**src/rtl/mmss_updown_timer_pkg.sv**
```systemverilog
// mmss_updown_timer_pkg: BCD MM:SS layout, digit limits and clamp helper
package mmss_updown_timer_pkg;

    localparam int READING_W = 16;
    localparam logic [3:0] SEC_TENS_MAX = 4'd5;
    localparam logic [3:0] DIGIT_MAX = 4'd9;

    typedef struct packed {
        logic [3:0] min_tens;
        logic [3:0] min_ones;
        logic [3:0] sec_tens;
        logic [3:0] sec_ones;
    } mmss_t;

    function automatic logic [3:0] dclamp(input logic [3:0] d, input logic [3:0] lim);
        return d > lim ? lim : d;
    endfunction

endpackage

```
**src/rtl/lim_updown_digit.sv**
```systemverilog
// lim_updown_digit: one limited BCD digit stepping up or down with carry/borrow out
module lim_updown_digit #(
    parameter int W = 4
) (
    input  logic [W-1:0] a,
    input  logic [W-1:0] lim,
    input  logic         ci,
    input  logic         dir,
    output logic [W-1:0] next,
    output logic         co
);

    assign co   = ci && (dir ? a == '0 : a >= lim);
    assign next = !ci ? a : co ? (dir ? lim : '0) : (dir ? a - W'(1) : a + W'(1));

endmodule

```
**src/rtl/mmss_updown_timer.sv**
```systemverilog
// mmss_updown_timer: BCD MM:SS stopwatch/countdown with preset load, lap capture, tick and done
module mmss_updown_timer
    import mmss_updown_timer_pkg::*;
#(
    parameter int CLK_FREQ    = 100000000,
    parameter int MAX_MINUTES = 59,
    parameter bit WRAP        = 1'b1
) (
    input  logic                 clk,
    input  logic                 rst_n,
    input  logic                 init_regs,
    input  logic                 count_enabled,
    input  logic                 count_down,
    input  logic                 load,
    input  logic [READING_W-1:0] load_value,
    input  logic                 lap_capture,
    output logic [READING_W-1:0] time_reading,
    output logic [READING_W-1:0] lap_reading,
    output logic                 tick,
    output logic                 done
);

    localparam int CNT_W = $clog2(CLK_FREQ);
    localparam logic [3:0] TENS_LIM = 4'(MAX_MINUTES / 10);
    localparam logic [3:0] ONES_TOP = 4'(MAX_MINUTES % 10);

    logic [CNT_W-1:0] cnt_q, cnt_d;
    mmss_t time_q, time_d, lap_q, lap_d, ld, raw;
    logic done_q, done_d, tick_q, tick_d;
    logic [3:0] n_so, n_st, n_mo, n_mt, mo_lim;
    logic c0, c1, c2, c3, step, hold, run;
    mmss_t stepped;

    // minute-ones limit follows the minute-tens value the digit will sit under after the step
    assign mo_lim = (count_down ? time_q.min_tens == 4'd0 : time_q.min_tens == TENS_LIM) ? ONES_TOP : DIGIT_MAX;

    lim_updown_digit u_so (.a(time_q.sec_ones), .lim(DIGIT_MAX),    .ci(1'b1), .dir(count_down), .next(n_so), .co(c0));
    lim_updown_digit u_st (.a(time_q.sec_tens), .lim(SEC_TENS_MAX), .ci(c0),   .dir(count_down), .next(n_st), .co(c1));
    lim_updown_digit u_mo (.a(time_q.min_ones), .lim(mo_lim),       .ci(c1),   .dir(count_down), .next(n_mo), .co(c2));
    lim_updown_digit u_mt (.a(time_q.min_tens), .lim(TENS_LIM),     .ci(c2),   .dir(count_down), .next(n_mt), .co(c3));

    assign stepped = '{n_mt, n_mo, n_st, n_so};
    assign run     = count_enabled && !done_q;
    assign step    = run && cnt_q == CNT_W'(CLK_FREQ - 1);
    // chain overflow means MAX:59 going up or 00:00 going down; only up-with-wrap may pass through
    assign hold    = c3 && (count_down || !WRAP);

    // clamp each loaded digit; minutes beyond the top collapse to the maximum minute
    always_comb begin
        raw = mmss_t'(load_value);
        ld.min_tens = dclamp(raw.min_tens, TENS_LIM);
        ld.min_ones = raw.min_tens > TENS_LIM ? ONES_TOP
                    : dclamp(raw.min_ones, ld.min_tens == TENS_LIM ? ONES_TOP : DIGIT_MAX);
        ld.sec_tens = dclamp(raw.sec_tens, SEC_TENS_MAX);
        ld.sec_ones = dclamp(raw.sec_ones, DIGIT_MAX);
    end

    // next state with priority init_regs > load > step; lap capture sees the pre-edge value
    always_comb begin
        cnt_d  = (init_regs || load || step) ? '0 : run ? cnt_q + CNT_W'(1) : cnt_q;
        time_d = init_regs ? '0 : load ? ld : (step && !hold) ? stepped : time_q;
        done_d = (init_regs || load) ? 1'b0 : done_q || (step && (hold || (count_down && stepped == '0)));
        tick_d = !init_regs && !load && step && !hold;
        lap_d  = init_regs ? '0 : lap_capture ? time_q : lap_q;
    end

    // state registers
    always_ff @(posedge clk or negedge rst_n) begin
        if (!rst_n) begin
            cnt_q  <= '0;
            time_q <= '0;
            lap_q  <= '0;
            done_q <= 1'b0;
            tick_q <= 1'b0;
        end else begin
            cnt_q  <= cnt_d;
            time_q <= time_d;
            lap_q  <= lap_d;
            done_q <= done_d;
            tick_q <= tick_d;
        end
    end

    assign time_reading = time_q;
    assign lap_reading  = lap_q;
    assign tick         = tick_q;
    assign done         = done_q;

endmodule

```
**config.mk**
```make
export PLATFORM = sky130hd
export DESIGN_NAME = mmss_updown_timer
export DESIGN_NICKNAME = d
export VERILOG_FILES = /design/src/rtl/mmss_updown_timer_pkg.sv /design/src/rtl/lim_updown_digit.sv /design/src/rtl/mmss_updown_timer.sv
export SDC_FILE = /design/constraint.sdc
export NUM_CORES = 1
export LEC_CHECK = 0
export ABC_AREA = 1
export ABC_CLOCK_PERIOD_IN_PS = 2600
export CORE_MARGIN = 4
export CORE_UTILIZATION = 43
export CTS_CLUSTER_SIZE = 25
export DETAILED_ROUTE_END_ITERATION = 16
export GPL_TIMING_DRIVEN = 0
export PLACE_DENSITY = 0.7
export SLEW_MARGIN = 10
export SYNTH_ARGS = -nofsm -noshare
export SYNTH_HDL_FRONTEND = slang
export SYNTH_SLANG_ARGS = --single-unit
export TNS_END_PERCENT = 30
```
**constraint.sdc**
```tcl
create_clock -name clk -period 2.6 [get_ports clk]
set_input_delay 0.52 -clock clk [delete_from_list [all_inputs] [get_ports clk]]
set_output_delay 0.52 -clock clk [all_outputs]
set_load 0.01 [all_outputs]
```
== Word-level counts from Yosys, hierarchy flattened ==
Cells that the tools add are included.

* $add $sub $neg: 9
* Multiply operators: 0
* Divide/modulo/power cells: 0
* $lt $le $gt $ge: 8
* Equality and inequality tests: 1
* Shift-type cells: 0
* Mux-type cells: 30
* Bitwise operators: 0
* Reduce and logical (&&, ||, !) cells: 28

{| class="wikitable"
|+ Operators by type and width
! operator !! number
|-
| two-way mux 16 bit || 5
|-
| two-way mux 4 bit || 17
|-
| two-way mux 27 bit || 2
|-
| adder 27 x 1 -> 27 bit, second input constant || 1
|-
| equality test 27 bit, second input constant || 1
|-
| adder 4 x 1 -> 4 bit, second input constant || 4
|-
| logical NOT 16 bit || 1
|-
| logical NOT 4 bit || 4
|-
| subtractor 4 x 1 -> 4 bit, second input constant || 4
|-
| logical AND 1 bit || 12
|-
| greater-or-equal comparator 4 x 3 -> 1 bit, second input constant || 2
|-
| greater-or-equal comparator 4 bit, second input constant || 2
|-
| greater-than comparator 4 x 3 -> 1 bit, second input constant || 2
|-
| greater-than comparator 4 bit, second input constant || 2
|-
| two-way mux 1 bit || 5
|-
| logical NOT 1 bit || 4
|-
| logical OR 1 bit || 4
|-
| nonzero test 2 bit || 2
|-
| two-way mux 3 bit || 1
|-
| nonzero test 3 bit || 1
|}

* Flip-flop bits (word level): 61
* Latch bits: 0
* RAM bits: 0
* ROM bits: 0
* Input bits: 23
* Output and inout bits: 34
* Word-level logic and storage cells: 87
* Memories kept: 0

== Logic depth before layout (Yosys ltp) ==
* Depth after elaboration: 13
* Mapped depth: 16
* Mapped depth without buffers: 16

== Cells and area by module ==
Synthesis repeated with hierarchy kept, for this count alone.

* Cell total of the unflattened synthesis: 768
* Area total of the unflattened synthesis: 5027.3 sq um

{| class="wikitable"
|+ Modules (own cells, without submodules)
! module !! times used !! cells each !! area each (sq um) !! sequential area each (sq um)
|-
| mmss_updown_timer || 1 || 504 || 3515.9 || 1526.5
|-
| lim_updown_digit || 4 || 66 || 377.9 || 0.0
|}

== Worst setup path after synthesis ==
No wires, ideal clock.

* Kind: input -> register
* Start: in count_down
* End: reg done_q (netlist: done)
* Setup time: 73 ps
* Data arrival time: 1820 ps
* Data required time: 2527 ps
* Path slack: 707 ps
* Stages: 13
* Path buffers: 0
* Cells stage by stage: fa_1 xor2_1 nand3_1 nand2_1 nor2_1 nand3_1 nor2_1 nand2_1 nor2_2 nand3_1 nand2_1 nand2_1 a21oi_2

* Longest elaborated chain between the ends: 12
* Elaborated cells between the ends (all ways): 27
* Those cells by class: mux: 18; reduce/logical: 9

{| class="wikitable"
|+ RTL lines
! item !! RTL line !! text
|-
| start: declaration || mmss_updown_timer.sv:13 || <nowiki>input logic count_down,</nowiki>
|-
| two-way mux 1 bit || lim_updown_digit.sv:13 || <nowiki>assign co = ci && (dir ? a == '0 : a >= lim);</nowiki>
|-
| logical AND 1 bit (3 in a row) || lim_updown_digit.sv:13 ||
|-
| two-way mux 4 bit (2 in a row) || lim_updown_digit.sv:14 || <nowiki>assign next = !ci ? a : co ? (dir ? lim : '0) : (dir ? a - W'(1) : a + W'(1));</nowiki>
|-
| logical NOT 16 bit || mmss_updown_timer.sv:62 || <nowiki>done_d = (init_regs || load) ? 1'b0 : done_q || (step && (hold || (count_down && stepped == '0)));</nowiki>
|-
| logical AND 1 bit || mmss_updown_timer.sv:62 ||
|-
| logical OR 1 bit (*) || mmss_updown_timer.sv:62 ||
|-
| logical AND 1 bit (*) || mmss_updown_timer.sv:62 ||
|-
| logical OR 1 bit (*) || mmss_updown_timer.sv:62 ||
|-
| two-way mux 1 bit (*) || mmss_updown_timer.sv:62 ||
|-
| named net done_d || mmss_updown_timer.sv:29 || <nowiki>logic done_q, done_d, tick_q, tick_d;</nowiki>
|-
| end signal: assignment || mmss_updown_timer.sv:79 || <nowiki>done_q <= done_d;</nowiki>
|-
| end: declaration || mmss_updown_timer.sv:29 ||
|}

The timed path passes the listed nets; every way through them passes the cells marked *.
A chain may end at the register's enable or synchronous reset.

== Worst setup path in the final report ==
* Start: in count_down
* End: reg time_q (netlist bit time_reading[3])

* Longest elaborated chain between the ends: 8
* Elaborated cells between the ends (all ways): 17
* Those cells by class: mux: 10; reduce/logical: 7

{| class="wikitable"
|+ RTL lines
! item !! RTL line !! text
|-
| two-way mux 1 bit || lim_updown_digit.sv:13 ||
|-
| logical AND 1 bit (3 in a row) || lim_updown_digit.sv:13 ||
|-
| logical AND 1 bit || mmss_updown_timer.sv:46 || <nowiki>assign hold = c3 && (count_down || !WRAP);</nowiki>
|-
| logical NOT 1 bit || mmss_updown_timer.sv:61 || <nowiki>time_d = init_regs ? '0 : load ? ld : (step && !hold) ? stepped : time_q;</nowiki>
|-
| logical AND 1 bit || mmss_updown_timer.sv:61 ||
|-
| nonzero test 3 bit (no source line) || n/a ||
|-
| end signal: assignment || mmss_updown_timer.sv:77 || <nowiki>time_q <= time_d;</nowiki>
|-
| end: declaration || mmss_updown_timer.sv:28 || <nowiki>mmss_t time_q, time_d, lap_q, lap_d, ld, raw;</nowiki>
|}

Several ways; a longest one is shown, not always the timed one. The select of a mux whose other input is x is not followed.

==> impl_metrics.py <==
metrics = {
    "run_status": {
        "status": "finished clean",
    },
    "logic_synthesis": {
        "syn_avg_cell_area_um2": 7.67,
        "synth_area_um2": 3940,
        "postSynthCellCount": 514,
        "seq_area_frac_synth_pct": 38.7,
        "ys_types": 50,
        "synth_edf_count": 0,
        "synth-async-reset-ratio_pct": 100,
        "yosysWarnings": 0,
        "syn_nets": 550,
        "ys_ff_latch": 61,
        "synth-main-ff-cell": "dfrtp_1",
    },
    "global_routing": {
        "overflow": 0,
        "use_met3_pct": 4.91,
        "grt_busiest_layer": "met2",
        "grt_max_degree": 62,
        "grt_pass1_vias": 3803,
        "antenna_found_initial": 0,
        "use_met2_pct": 35.3,
        "grt_usage_pct": 20.2,
        "grt_pass1_wl_um": 17900,
        "use_met1_pct": 24.0,
    },
    "worst_setup_path": {
        "path_max_fanout": 13,
        "cp_data_arrival_time_ns": 2.64,
        "cp-start-kind": "input pin",
        "critical_path.endpoint_type": "flop",
        "required_ns": 2.86,
        "criticalPathCategory": "input pin to flop",
    },
    "clock_tree": {
        "clkLatencyLatePin_ns": 0.36,
        "clock_path_buffers": 2,
        "cts_tree": "built",
        "cts-hold-fix-buffers": 0,
        "root_buffer": "clkbuf_8",
        "cts_buffers": 9,
        "cts_num_sinks": 61,
        "ctsHtreeMaxLevel": 3,
        "clkSlewWorstSetupHoldPaths_ns": 0.07,
    },
    "sta": {
        "tightest_slew_ns": 0.770,
        "relSlewSlack_pct": 48.7,
        "fin_crit_ns": 2.38,
        "fin_ws_ns": 0.221,
        "grt_setup_unrepaired": "no",
        "setup_viol": 0,
        "fin_crit_sh_pct": 91.5,
        "max_freq_ghz": 0.420,
        "fin_setup_tns_ns": 0,
        "fin_skew_ns": 0.0140,
        "hold_viol": 0,
        "final_max_slew_viol_count": 0,
    },
    "floorplan": {
        "start_util_pct": 44.8,
        "dieArea_um2": 10800,
        "die_height_um": 104,
        "coreArea_um2": 8810,
        "rows": 34,
        "io_pins": 57,
        "die_x_um": 104,
    },
    "routing": {
        "drt-wirelength-per-cell_um": 15.1,
        "vias": 3789,
        "route.detailed.drc": 0,
        "vias_per_cell": 5.47,
        "dr.pass1.iters": 4,
        "postRouteAntennaNets": 0,
        "drt_iter0_markers": 137,
        "drt_wl_total_um": 10500,
    },
    "placed_design": {
        "gp_congestion": 0.881,
        "placedCellCount": 677,
        "port_buffers": 55,
        "hpwl_um": 7830,
        "post-place-ws_ns": -0.657,
    },
    "cells_and_area": {
        "area_growth_pct": 23.9,
        "fin_nets": 616,
        "fin_cells": 693,
        "antenna_cells": 0,
        "drive_above_1_share_pct": 11.1,
    },
    "power": {
        "cellLeakagePower_uw": 0.00218,
        "power-per-cell-area_nw_per_um2": 533,
        "finalPower_uw": 2600,
        "vdd_drop_max_mv": 0.295,
    },
    "hold_path": {
        "hp-class": "input pin to async pin",
    },
    "flow_run": {
        "drv_cap": 0,
    },
}
==> flip-flops by register name (all words and copies together), names as in the netlist <==
signal / cells
time_reading: 16
tick: 1
cnt_q: 27
lap_reading: 16
done: 1
==> area by class of cell <==
cell class	count	area (um^2)
clock buffer	11	151
inverter	80	303
clock inverter	5	106
buffer	11	56.3
fill	821	3920
timing repair buffer	55	549
sequential	61	1530
tap	108	135
multi-input combinational	362	2060
==> layer usage <==
metal | vias to the layer above | routed length, um
met1 | 1788 | 4420
met5 | - | 0
met2 | 132 | 5240
li1 | 1848 | -
met4 | 0 | 173
met3 | 21 | 659
==> power breakdown <==
group	switching, uW	internal (uW)	leakage [uW]
clock	407	691	0.000126
combinational	296	198	0.00122
sequential	34.3	976	0.000838
total	738	1860	0.00218
==> critical path: stages <==
cell and delay (ns):
clkdlybuf4s15_2 0.47, buf_6 0.22, inv_4 0.08, nor2_1 0.14, nand3_1 0.08, nand3_1 0.20, nand3_2 0.19, nand4_1 0.12
nand2_1 0.16, buf_2 0.26, o211ai_1 0.20
==> synthesized netlist by cell type, types with 6 or more instances <==
master      n  share of area (%)
inv_1      74                7.0
a21oi_1    20                2.5
o22ai_1    19                3.0
nor2_1     49                4.7
nand2_1   103                9.8
dfrtp_1    61                 39
clkbuf_1    6               0.57
nor3_1     10                1.3
o21ai_0    25                3.2
nor2_2     10                1.6
o21ai_1     8                1.0
nand3_1    39                5.0
ha_1        9                2.9
nand4_1     7                1.1
==> logic make-up after synthesis <==
kind of cell	after synthesis	share of synthesized area [%]
AND/OR/NAND/NOR	250	31.7
AO/OA/AOI/OAI	95	14.7
buffers and inverters	91	9.11
flip-flops	61	38.7
adder cells (fa/ha/maj)	13	4.89
XOR/XNOR	4	0.889
==> final timing paths <==
path                                 start              end  slack, ns  depth (start not counted)
setup / recovery                count_down  time_reading[3]       0.22                         11
hold / removal                       rst_n        cnt_q[16]       0.24                          1
max in group asynchronous            rst_n   lap_reading[2]       1.85                          1
min in group clk                 cnt_q[21]        cnt_q[21]       0.49                          1
hold reg to reg                  cnt_q[21]        cnt_q[21]       0.49                          1
setup reg to reg           time_reading[0]             done       0.50                         13
==> layout by cell type (no fill, tap or decap), drive strengths merged, types with 2 or more instances in the layout <==
cell type	count
nor3b	2
o21a	3
o221ai	3
o31ai	3
dfrtp	61
ha	9
nand4	8
nor2	65
o21ai	33
clkdlybuf4s50	53
nand3	46
xor2	3
nand2	108
inv	79
buf	6
nor4	5
a21oi	21
clkinv	2
clkbuf	17
a211oi	4
o211ai	3
bufinv	3
fa	4
o22ai	19
nor3	13
==> through the flow <==
step / instance area [um^2] / hold WS (ns) / util (%)
CTS: 4880 / 0.268 / 55.5
floorplan: 3940 / 0.224 / -
global placement: 4630 / 0.478 / 52.6
finish: 4880 / 0.241 / 55.5
detailed placement: 4630 / 0.485 / 52.5
global route: 4880 / 0.308 / 55.5
==> repair_timing <==
action                                  CTS  global route
setup buffers                             0             0
gates resized for setup                   3             0
endpoints found under the setup margin   17             0
Note: power is estimated with default switching activity, not from simulation.
